## config.mk

```make
export PLATFORM = sky130hd
export DESIGN_NAME = ctrlsoc_uart
export DESIGN_NICKNAME = d
export VERILOG_FILES = /design/src/rtl/ctrlsoc_uart.sv
export SDC_FILE = /design/constraint.sdc
export NUM_CORES = 1
export LEC_CHECK = 0
export ABC_AREA = 1
export CORE_MARGIN = 2
export CORE_UTILIZATION = 60
export DETAILED_ROUTE_END_ITERATION = 16
export PLACE_DENSITY = 0.86
export SLEW_MARGIN = 10
export SYNTH_ARGS = -nofsm -noshare
export SYNTH_HDL_FRONTEND = slang
export SYNTH_SLANG_ARGS = --single-unit
```

## constraint.sdc

```tcl
create_clock -name clk -period 7.7 [get_ports clk]
set_clock_uncertainty 0.15 [all_clocks]
set_input_delay 1.54 -clock clk [delete_from_list [all_inputs] [get_ports clk]]
set_output_delay 1.54 -clock clk [all_outputs]
set_load 0.02 [all_outputs]
```

## src/rtl/ctrlsoc_uart.sv

```systemverilog
// ctrlsoc_uart: FIFO-buffered memory-mapped UART for the ctrlsoc picorv32 bus.
//
// Ports:
//   clk        system clock
//   resetn     synchronous, active-low reset
//   rx         serial input (asynchronous, synchronised internally)
//   tx         serial output, idles high
//   mem_valid  access request for this window, held until mem_ready
//   mem_reg    register select (0 DATA, 1 STATUS, 2 DIV, 3 reserved)
//   mem_wstrb  byte write strobes, 0 = read
//   mem_wdata  write data
//   mem_rdata  read data, valid while mem_ready = 1 (0 otherwise)
//   mem_ready  one-cycle completion pulse, the cycle after acceptance
//
// Handshake: an access is taken when mem_valid && !mem_ready. It completes
// with mem_ready high for exactly one cycle after acceptance, except a DATA
// write into a full TX FIFO, which is held off until the cycle in which the
// TX shifter pops a byte (the push then lands in that same cycle).

module ctrlsoc_uart #(
  parameter int unsigned DEFAULT_DIV = 104,
  parameter int unsigned FIFO_LOG2   = 4
) (
  input  logic        clk,
  input  logic        resetn,
  input  logic        rx,
  output logic        tx,
  input  logic        mem_valid,
  input  logic [1:0]  mem_reg,
  input  logic [3:0]  mem_wstrb,
  input  logic [31:0] mem_wdata,
  output logic [31:0] mem_rdata,
  output logic        mem_ready
);

  typedef enum logic [1:0] {ST_IDLE, ST_START, ST_DATA, ST_STOP} uart_state_t;

  // Bus / register file
  logic        r_ready, r_ovr, r_ferr;
  logic [31:0] r_rdata, w_rd_val, w_status;
  logic [15:0] r_div, w_div_eff, w_div_half;
  logic        w_take, w_is_wr, w_tx_wr_req, w_stall, w_accept;
  logic        w_unused_bits;

  // FIFOs
  logic                 w_rx_push, w_rx_pop, w_rx_full, w_rx_empty;
  logic                 w_tx_push, w_tx_pop, w_tx_full, w_tx_empty;
  logic [7:0]           w_rx_dout, w_tx_dout;
  logic [FIFO_LOG2:0]   w_rx_count, w_tx_count;

  // RX machine
  uart_state_t r_rx_state, w_rx_state_nx;
  logic        r_rx_s1, r_rx_s2, r_rx_prev;
  logic [15:0] r_rx_cnt, w_rx_cnt_nx;
  logic [2:0]  r_rx_bit, w_rx_bit_nx;
  logic [7:0]  r_rx_shift, w_rx_shift_nx;
  logic        w_rx_push_req, w_rx_ferr_set, w_rx_ovr_set;

  // TX machine
  uart_state_t r_tx_state, w_tx_state_nx;
  logic [15:0] r_tx_cnt, w_tx_cnt_nx;
  logic [2:0]  r_tx_bit, w_tx_bit_nx;
  logic [7:0]  r_tx_shift, w_tx_shift_nx;
  logic        r_tx, w_tx_line;

  assign w_unused_bits = ^mem_wdata[31:16];  // no register uses the upper half

  assign w_div_eff  = (r_div < 16'd4) ? 16'd4 : r_div;
  // Half a bit, less the two cycles the synchroniser adds before a falling
  // edge is seen, so the start bit is sampled near its centre.
  assign w_div_half = ((w_div_eff >> 1) > 16'd2) ? (w_div_eff >> 1) - 16'd2 : 16'd0;

  // ---------------------------------------------------------------- bus
  assign w_take      = mem_valid && !r_ready;
  assign w_is_wr     = |mem_wstrb;
  assign w_tx_wr_req = w_take && (mem_reg == 2'd0) && mem_wstrb[0];
  // A full TX FIFO still takes the push in a cycle where the shifter pops.
  assign w_stall     = w_tx_wr_req && w_tx_full && !w_tx_pop;
  assign w_accept    = w_take && !w_stall;
  assign w_tx_push   = w_tx_wr_req && !w_stall;
  assign w_rx_pop    = w_accept && (mem_reg == 2'd0) && !w_is_wr && !w_rx_empty;

  assign w_status = {8'h00, 8'(w_tx_count), 8'(w_rx_count), 3'b000, r_ferr, r_ovr,
                     (w_tx_empty && (r_tx_state == ST_IDLE)), w_tx_full, !w_rx_empty};

  always_comb begin
    w_rd_val = 32'h0;
    case (mem_reg)
      2'd0:    w_rd_val = w_rx_empty ? 32'hFFFF_FFFF : {24'h0, w_rx_dout};
      2'd1:    w_rd_val = w_status;
      2'd2:    w_rd_val = {16'h0, r_div};
      default: w_rd_val = 32'h0;
    endcase
  end

  always_ff @(posedge clk) begin
    if (!resetn) begin
      r_ready <= 1'b0;
      r_rdata <= 32'h0;
      r_div   <= 16'(DEFAULT_DIV);
      r_ovr   <= 1'b0;
      r_ferr  <= 1'b0;
    end else begin
      r_ready <= w_accept;
      r_rdata <= (w_accept && !w_is_wr) ? w_rd_val : 32'h0;
      if (w_accept && (mem_reg == 2'd2)) begin
        if (mem_wstrb[0]) r_div[7:0]  <= mem_wdata[7:0];
        if (mem_wstrb[1]) r_div[15:8] <= mem_wdata[15:8];
      end
      if (w_accept && (mem_reg == 2'd1) && mem_wstrb[0]) begin
        if (mem_wdata[3]) r_ovr  <= 1'b0;
        if (mem_wdata[4]) r_ferr <= 1'b0;
      end
      // A new event in the same cycle as a clear keeps the flag set.
      if (w_rx_ovr_set)  r_ovr  <= 1'b1;
      if (w_rx_ferr_set) r_ferr <= 1'b1;
    end
  end

  assign mem_ready = r_ready;
  assign mem_rdata = r_rdata;

  // ---------------------------------------------------------------- RX
  always_ff @(posedge clk) begin
    if (!resetn) begin
      r_rx_s1    <= 1'b1;
      r_rx_s2    <= 1'b1;
      r_rx_prev  <= 1'b1;
      r_rx_state <= ST_IDLE;
      r_rx_cnt   <= 16'h0;
      r_rx_bit   <= 3'd0;
      r_rx_shift <= 8'h0;
    end else begin
      r_rx_s1    <= rx;
      r_rx_s2    <= r_rx_s1;
      r_rx_prev  <= r_rx_s2;
      r_rx_state <= w_rx_state_nx;
      r_rx_cnt   <= w_rx_cnt_nx;
      r_rx_bit   <= w_rx_bit_nx;
      r_rx_shift <= w_rx_shift_nx;
    end
  end

  always_comb begin
    w_rx_state_nx = r_rx_state;
    w_rx_cnt_nx   = (r_rx_cnt != 16'h0) ? r_rx_cnt - 16'd1 : r_rx_cnt;
    w_rx_bit_nx   = r_rx_bit;
    w_rx_shift_nx = r_rx_shift;
    w_rx_push_req = 1'b0;
    w_rx_ferr_set = 1'b0;
    case (r_rx_state)
      ST_IDLE: begin
        w_rx_cnt_nx = r_rx_cnt;
        if (r_rx_prev && !r_rx_s2) begin
          w_rx_state_nx = ST_START;
          w_rx_cnt_nx   = w_div_half;
        end
      end
      ST_START: if (r_rx_cnt == 16'h0) begin
        // Line back high at mid-start means a glitch: drop it silently.
        w_rx_state_nx = r_rx_s2 ? ST_IDLE : ST_DATA;
        w_rx_cnt_nx   = w_div_eff - 16'd1;
        w_rx_bit_nx   = 3'd0;
      end
      ST_DATA: if (r_rx_cnt == 16'h0) begin
        w_rx_shift_nx = {r_rx_s2, r_rx_shift[7:1]};
        w_rx_cnt_nx   = w_div_eff - 16'd1;
        w_rx_bit_nx   = r_rx_bit + 3'd1;
        if (r_rx_bit == 3'd7) w_rx_state_nx = ST_STOP;
      end
      ST_STOP: if (r_rx_cnt == 16'h0) begin
        w_rx_state_nx = ST_IDLE;
        w_rx_push_req = r_rx_s2;
        w_rx_ferr_set = !r_rx_s2;
      end
      default: w_rx_state_nx = ST_IDLE;
    endcase
  end

  assign w_rx_ovr_set = w_rx_push_req && w_rx_full && !w_rx_pop;
  assign w_rx_push    = w_rx_push_req && !w_rx_ovr_set;

  // ---------------------------------------------------------------- TX
  always_ff @(posedge clk) begin
    if (!resetn) begin
      r_tx_state <= ST_IDLE;
      r_tx_cnt   <= 16'h0;
      r_tx_bit   <= 3'd0;
      r_tx_shift <= 8'h0;
      r_tx       <= 1'b1;
    end else begin
      r_tx_state <= w_tx_state_nx;
      r_tx_cnt   <= w_tx_cnt_nx;
      r_tx_bit   <= w_tx_bit_nx;
      r_tx_shift <= w_tx_shift_nx;
      r_tx       <= w_tx_line;
    end
  end

  always_comb begin
    w_tx_state_nx = r_tx_state;
    w_tx_cnt_nx   = (r_tx_cnt != 16'h0) ? r_tx_cnt - 16'd1 : r_tx_cnt;
    w_tx_bit_nx   = r_tx_bit;
    w_tx_shift_nx = r_tx_shift;
    w_tx_pop      = 1'b0;
    w_tx_line     = 1'b1;
    case (r_tx_state)
      ST_IDLE: begin
        w_tx_cnt_nx = r_tx_cnt;
        if (!w_tx_empty) begin
          w_tx_pop      = 1'b1;
          w_tx_state_nx = ST_START;
          w_tx_cnt_nx   = w_div_eff - 16'd1;
          w_tx_shift_nx = w_tx_dout;
        end
      end
      ST_START: begin
        w_tx_line = 1'b0;
        if (r_tx_cnt == 16'h0) begin
          w_tx_state_nx = ST_DATA;
          w_tx_cnt_nx   = w_div_eff - 16'd1;
          w_tx_bit_nx   = 3'd0;
        end
      end
      ST_DATA: begin
        w_tx_line = r_tx_shift[0];
        if (r_tx_cnt == 16'h0) begin
          w_tx_shift_nx = {1'b0, r_tx_shift[7:1]};
          w_tx_cnt_nx   = w_div_eff - 16'd1;
          w_tx_bit_nx   = r_tx_bit + 3'd1;
          if (r_tx_bit == 3'd7) w_tx_state_nx = ST_STOP;
        end
      end
      ST_STOP: if (r_tx_cnt == 16'h0) begin
        // Chain straight into the next start bit so back-to-back bytes
        // have no idle gap.
        if (!w_tx_empty) begin
          w_tx_pop      = 1'b1;
          w_tx_state_nx = ST_START;
          w_tx_cnt_nx   = w_div_eff - 16'd1;
          w_tx_shift_nx = w_tx_dout;
        end else begin
          w_tx_state_nx = ST_IDLE;
        end
      end
      default: w_tx_state_nx = ST_IDLE;
    endcase
  end

  assign tx = r_tx;

  ctrlsoc_uart_fifo #(.LOG2(FIFO_LOG2)) u_rx_fifo (
    .clk(clk), .resetn(resetn), .i_push(w_rx_push), .i_pop(w_rx_pop),
    .i_data(r_rx_shift), .o_data(w_rx_dout), .o_count(w_rx_count),
    .o_full(w_rx_full), .o_empty(w_rx_empty)
  );

  ctrlsoc_uart_fifo #(.LOG2(FIFO_LOG2)) u_tx_fifo (
    .clk(clk), .resetn(resetn), .i_push(w_tx_push), .i_pop(w_tx_pop),
    .i_data(mem_wdata[7:0]), .o_data(w_tx_dout), .o_count(w_tx_count),
    .o_full(w_tx_full), .o_empty(w_tx_empty)
  );

endmodule

// ctrlsoc_uart_fifo: circular byte FIFO, 2^LOG2 entries.
// Ports: i_push/i_pop requests, i_data in, o_data = head entry,
//        o_count occupancy, o_full/o_empty status.
// A push into a full FIFO is refused unless a pop happens in the same cycle.
module ctrlsoc_uart_fifo #(
  parameter int unsigned LOG2 = 4
) (
  input  logic          clk,
  input  logic          resetn,
  input  logic          i_push,
  input  logic          i_pop,
  input  logic [7:0]    i_data,
  output logic [7:0]    o_data,
  output logic [LOG2:0] o_count,
  output logic          o_full,
  output logic          o_empty
);

  localparam int unsigned DEPTH = 1 << LOG2;
  localparam logic [LOG2:0] L_FULL = (LOG2 + 1)'(DEPTH);

  logic [7:0]      r_mem [DEPTH];
  logic [LOG2-1:0] r_wr_ptr, r_rd_ptr;
  logic [LOG2:0]   r_count;
  logic            w_do_push, w_do_pop;

  assign o_full    = (r_count == L_FULL);
  assign o_empty   = (r_count == '0);
  assign o_count   = r_count;
  assign o_data    = r_mem[r_rd_ptr];
  assign w_do_pop  = i_pop && !o_empty;
  assign w_do_push = i_push && (!o_full || w_do_pop);

  always_ff @(posedge clk) begin
    if (w_do_push) r_mem[r_wr_ptr] <= i_data;
  end

  always_ff @(posedge clk) begin
    if (!resetn) begin
      r_wr_ptr <= '0;
      r_rd_ptr <= '0;
      r_count  <= '0;
    end else begin
      if (w_do_push) r_wr_ptr <= r_wr_ptr + (LOG2)'(1);
      if (w_do_pop)  r_rd_ptr <= r_rd_ptr + (LOG2)'(1);
      if (w_do_push && !w_do_pop)      r_count <= r_count + (LOG2 + 1)'(1);
      else if (w_do_pop && !w_do_push) r_count <= r_count - (LOG2 + 1)'(1);
    end
  end

endmodule

```

==> out/results.ini <==
[placement]
dp_slack_ns=2.42
hpwl_um=30200
port_buffers=59
routabilityCongestion=0.952

[floorplanning]
die_h_um=177
core.rowCount=63
die_w_um=177
core_um2=29600
floorplan.initialDensity_pct=60.8
ioPinCount=76
dieArea_um2=31400

[timing]
finalSetupViolations=0
fin_crit_ns=4.80
max_freq_mhz=208
drv_slew=0
slew_headroom_pct=26.7
post-route-period-util_pct=62.4
setup_tns_ns=0
worst_pin_slew_ns=1.10
rsz0062_at_grt=false
layout_setup_ws_ns=2.90
hold_viol_final=0

[logic_synthesis]
yosys.area.top_type=edfxtp_1
synth_seq_cells=393
synth-seq-area-share_pct=58.0
synth_warnings=0
ys_top_cells_by_count=317 x nor2_1, 256 x edfxtp_1, 222 x nand2_1
synthArstFlopShare_pct=0
ys_types=54
avgSynthCellArea_um2=9.58
synthesis.area_um2=18000
yosysMostFrequentCell=nor2_1
syn_inst=1877
synth_top_cells_by_area=edfxtp_1 43%, dfxtp_1 15%, nor2_1 6.6%
synth_top_cell_area_share_pct=42.8
synth_fp_nets=1957
yosys_most_used_dff=edfxtp_1
synth-edff-count=256

[setup_path]
crit_type=input port to register
endpoint_kind=register
worstPathArrival_ns=5.07
crit_path_start=mem_reg[1]
cp.required_ns=7.97
critPathMaxFanout=9
worstPathCellList=clkdlybuf4s50_1 > nor2_4 > inv_2 > nor3_1 > nand3_4 > nand2_2 > inv_2 > nor2_8 > ha_1 > inv_1 > fa_1 > a21o_1 > a21oi_1 > nor2_1 > nor2_1 > nand2_1 > o21ai_0 > a21oi_1
start_kind=input port
crit_slowest_cell=clkdlybuf4s50_1
timing.rr.start=r_tx_cnt[0]
max_stage_delay_ns=0.61

[clocking]
cts.clk_slew.worst_paths_ns=0.06
cts_buffers=40
postCtsSetupRepairBufs=0
cts-root-buf=clkbuf_16
hold_buffers=0
clkLatencyLatePin_ns=0.57
post_cts_resized=0
cts_tree=built
cts_max_path_buffers=3
h-tree-depth=2
cts.sinks=393

[grt]
antenna_found_initial=0
grt-ovfl-total=0
grt_pass1_vias=13300
grt_use_total_pct=29.5
grt_pass1_wl_um=72300
grt_max_degree=66

[route]
drt-total-wl_um=46400
antenna_left=0
vias_per_cell=6.17
drc_errors=0
drt-initial-drc-count=2010
drtPass1Iterations=8
routedWlPerCell_um=20.1
vias=14300

[hold_path]
hp-class=register to register
holdCritStartpoint=r_rx_s1

[finish]
diodes=0
area_delta_synth_final_pct=11.0
layout.nets=1974
drive_above_1_share_pct=5.46

[power]
ir_drop_mv=0.165
leakage_uw=0.00747
p_per_area_nw_per_um2=286

[status]
status=finished clean

[flow_run]
max-cap-violations=0

==> area by class of cell <==
cell class / count / area, µm²
Tap cell: 390 / 488
Inverter: 134 / 503
Timing Repair Buffer: 66 / 638
Clock inverter: 19 / 160
Multi-Input combinational cell: 1259 / 6640
Clock buffer: 53 / 1080
Sequential cell: 393 / 10400
Fill cell: 2148 / 9610
==> through the flow <==
step / hold slack, ns / total power (µW) / area, µm² / std cells / utilization, %
after global placement: 0.285 / 3770 / 18700 / 2242 / 63.3
final: 0.292 / 5700 / 19900 / 2314 / 67.5
after global routing: 0.306 / 5960 / 19900 / 2314 / 67.5
after floorplan: 0.243 / 3490 / 18000 / 1877 / -
after detailed placement: 0.286 / 3830 / 18700 / 2242 / 63.3
after CTS: 0.300 / 5670 / 19900 / 2314 / 67.5
==> flip-flops by register name (all words and copies together), names as in the netlist, 2 cells and up, named ones only <==
register	cells
u_tx_fifo.r_wr_ptr	4
r_rx_shift	8
mem_rdata	22
u_tx_fifo.r_mem	128
r_tx_bit	3
u_rx_fifo.r_mem	128
r_rx_cnt	16
u_tx_fifo.r_rd_ptr	4
u_rx_fifo.o_count	5
u_rx_fifo.r_wr_ptr	4
r_div	16
r_rx_bit	3
u_rx_fifo.r_rd_ptr	4
r_tx_shift	8
r_tx_cnt	16
r_tx_state	2
u_tx_fifo.o_count	5
==> logic make-up (layout without fill, tap and decap cells) <==
family | count (synthesis) | count (layout) | share of synthesized area [%]
DFF | 393 | 393 | 58.0
adders and majority gates | 38 | 38 | 2.73
and+or+nand+nor | 717 | 717 | 17.1
muxes | 13 | 13 | 0.724
buffers and inverters | 225 | 272 | 5.03
AOI/OAI and AO/OA | 448 | 448 | 14.3
xor gates and xnor gates | 43 | 43 | 2.10
==> path summary, 6_finish.rpt <==
kind                                             end  depth (start not counted)  slack (ns)
worst max-delay path            u_rx_fifo.o_count[4]                         18        2.90
worst min-delay path                         r_rx_s2                          1        0.29
worst max register to register  u_rx_fifo.o_count[4]                         22        3.75
worst min register to register               r_rx_s2                          1        0.29
==> cells in the final DEF (no fill, tap or decap), types with 6 or more instances in the layout <==
| master | n |
|---|---|
| or2_2 | 6 |
| edfxtp_1 | 256 |
| nor2_1 | 317 |
| clkinv_1 | 10 |
| xor2_1 | 33 |
| o22ai_1 | 17 |
| nand2_1 | 222 |
| o221ai_1 | 31 |
| clkdlybuf4s50_1 | 58 |
| nand2_4 | 7 |
| a31oi_1 | 7 |
| nor3_1 | 28 |
| mux2i_1 | 13 |
| nand4_1 | 20 |
| xnor2_1 | 10 |
| inv_1 | 122 |
| o211ai_1 | 39 |
| clkbuf_1 | 11 |
| clkbuf_16 | 41 |
| dfxtp_1 | 134 |
| o21ai_0 | 207 |
| buf_4 | 7 |
| ha_1 | 36 |
| inv_2 | 7 |
| a21oi_1 | 122 |
| nand3_1 | 93 |
==> critical path: cells and delay by family <==
kind                       cells  cell delay [ns]
buffers and inverters          4             0.86
adders and majority gates      2             0.68
AOI/OAI and AO/OA              4             0.52
and+or+nand+nor                8             1.45
==> where the power goes <==
group | total (µW) | switching (µW) | internal (µW)
logic | 1370 | 917 | 456
clock network | 1870 | 815 | 1060
registers | 2460 | 130 | 2330
==> routing by layer <==
metal  up-vias  wire length, µm  global-route usage, %
li1       6592                -                      -
met1      6715            18300                   39.9
met2       844            22000                   47.6
met3       125             4510                   5.33
met4         0             1660                   11.4
met5         -                0                      0
Power figures use the tool's default switching activity.
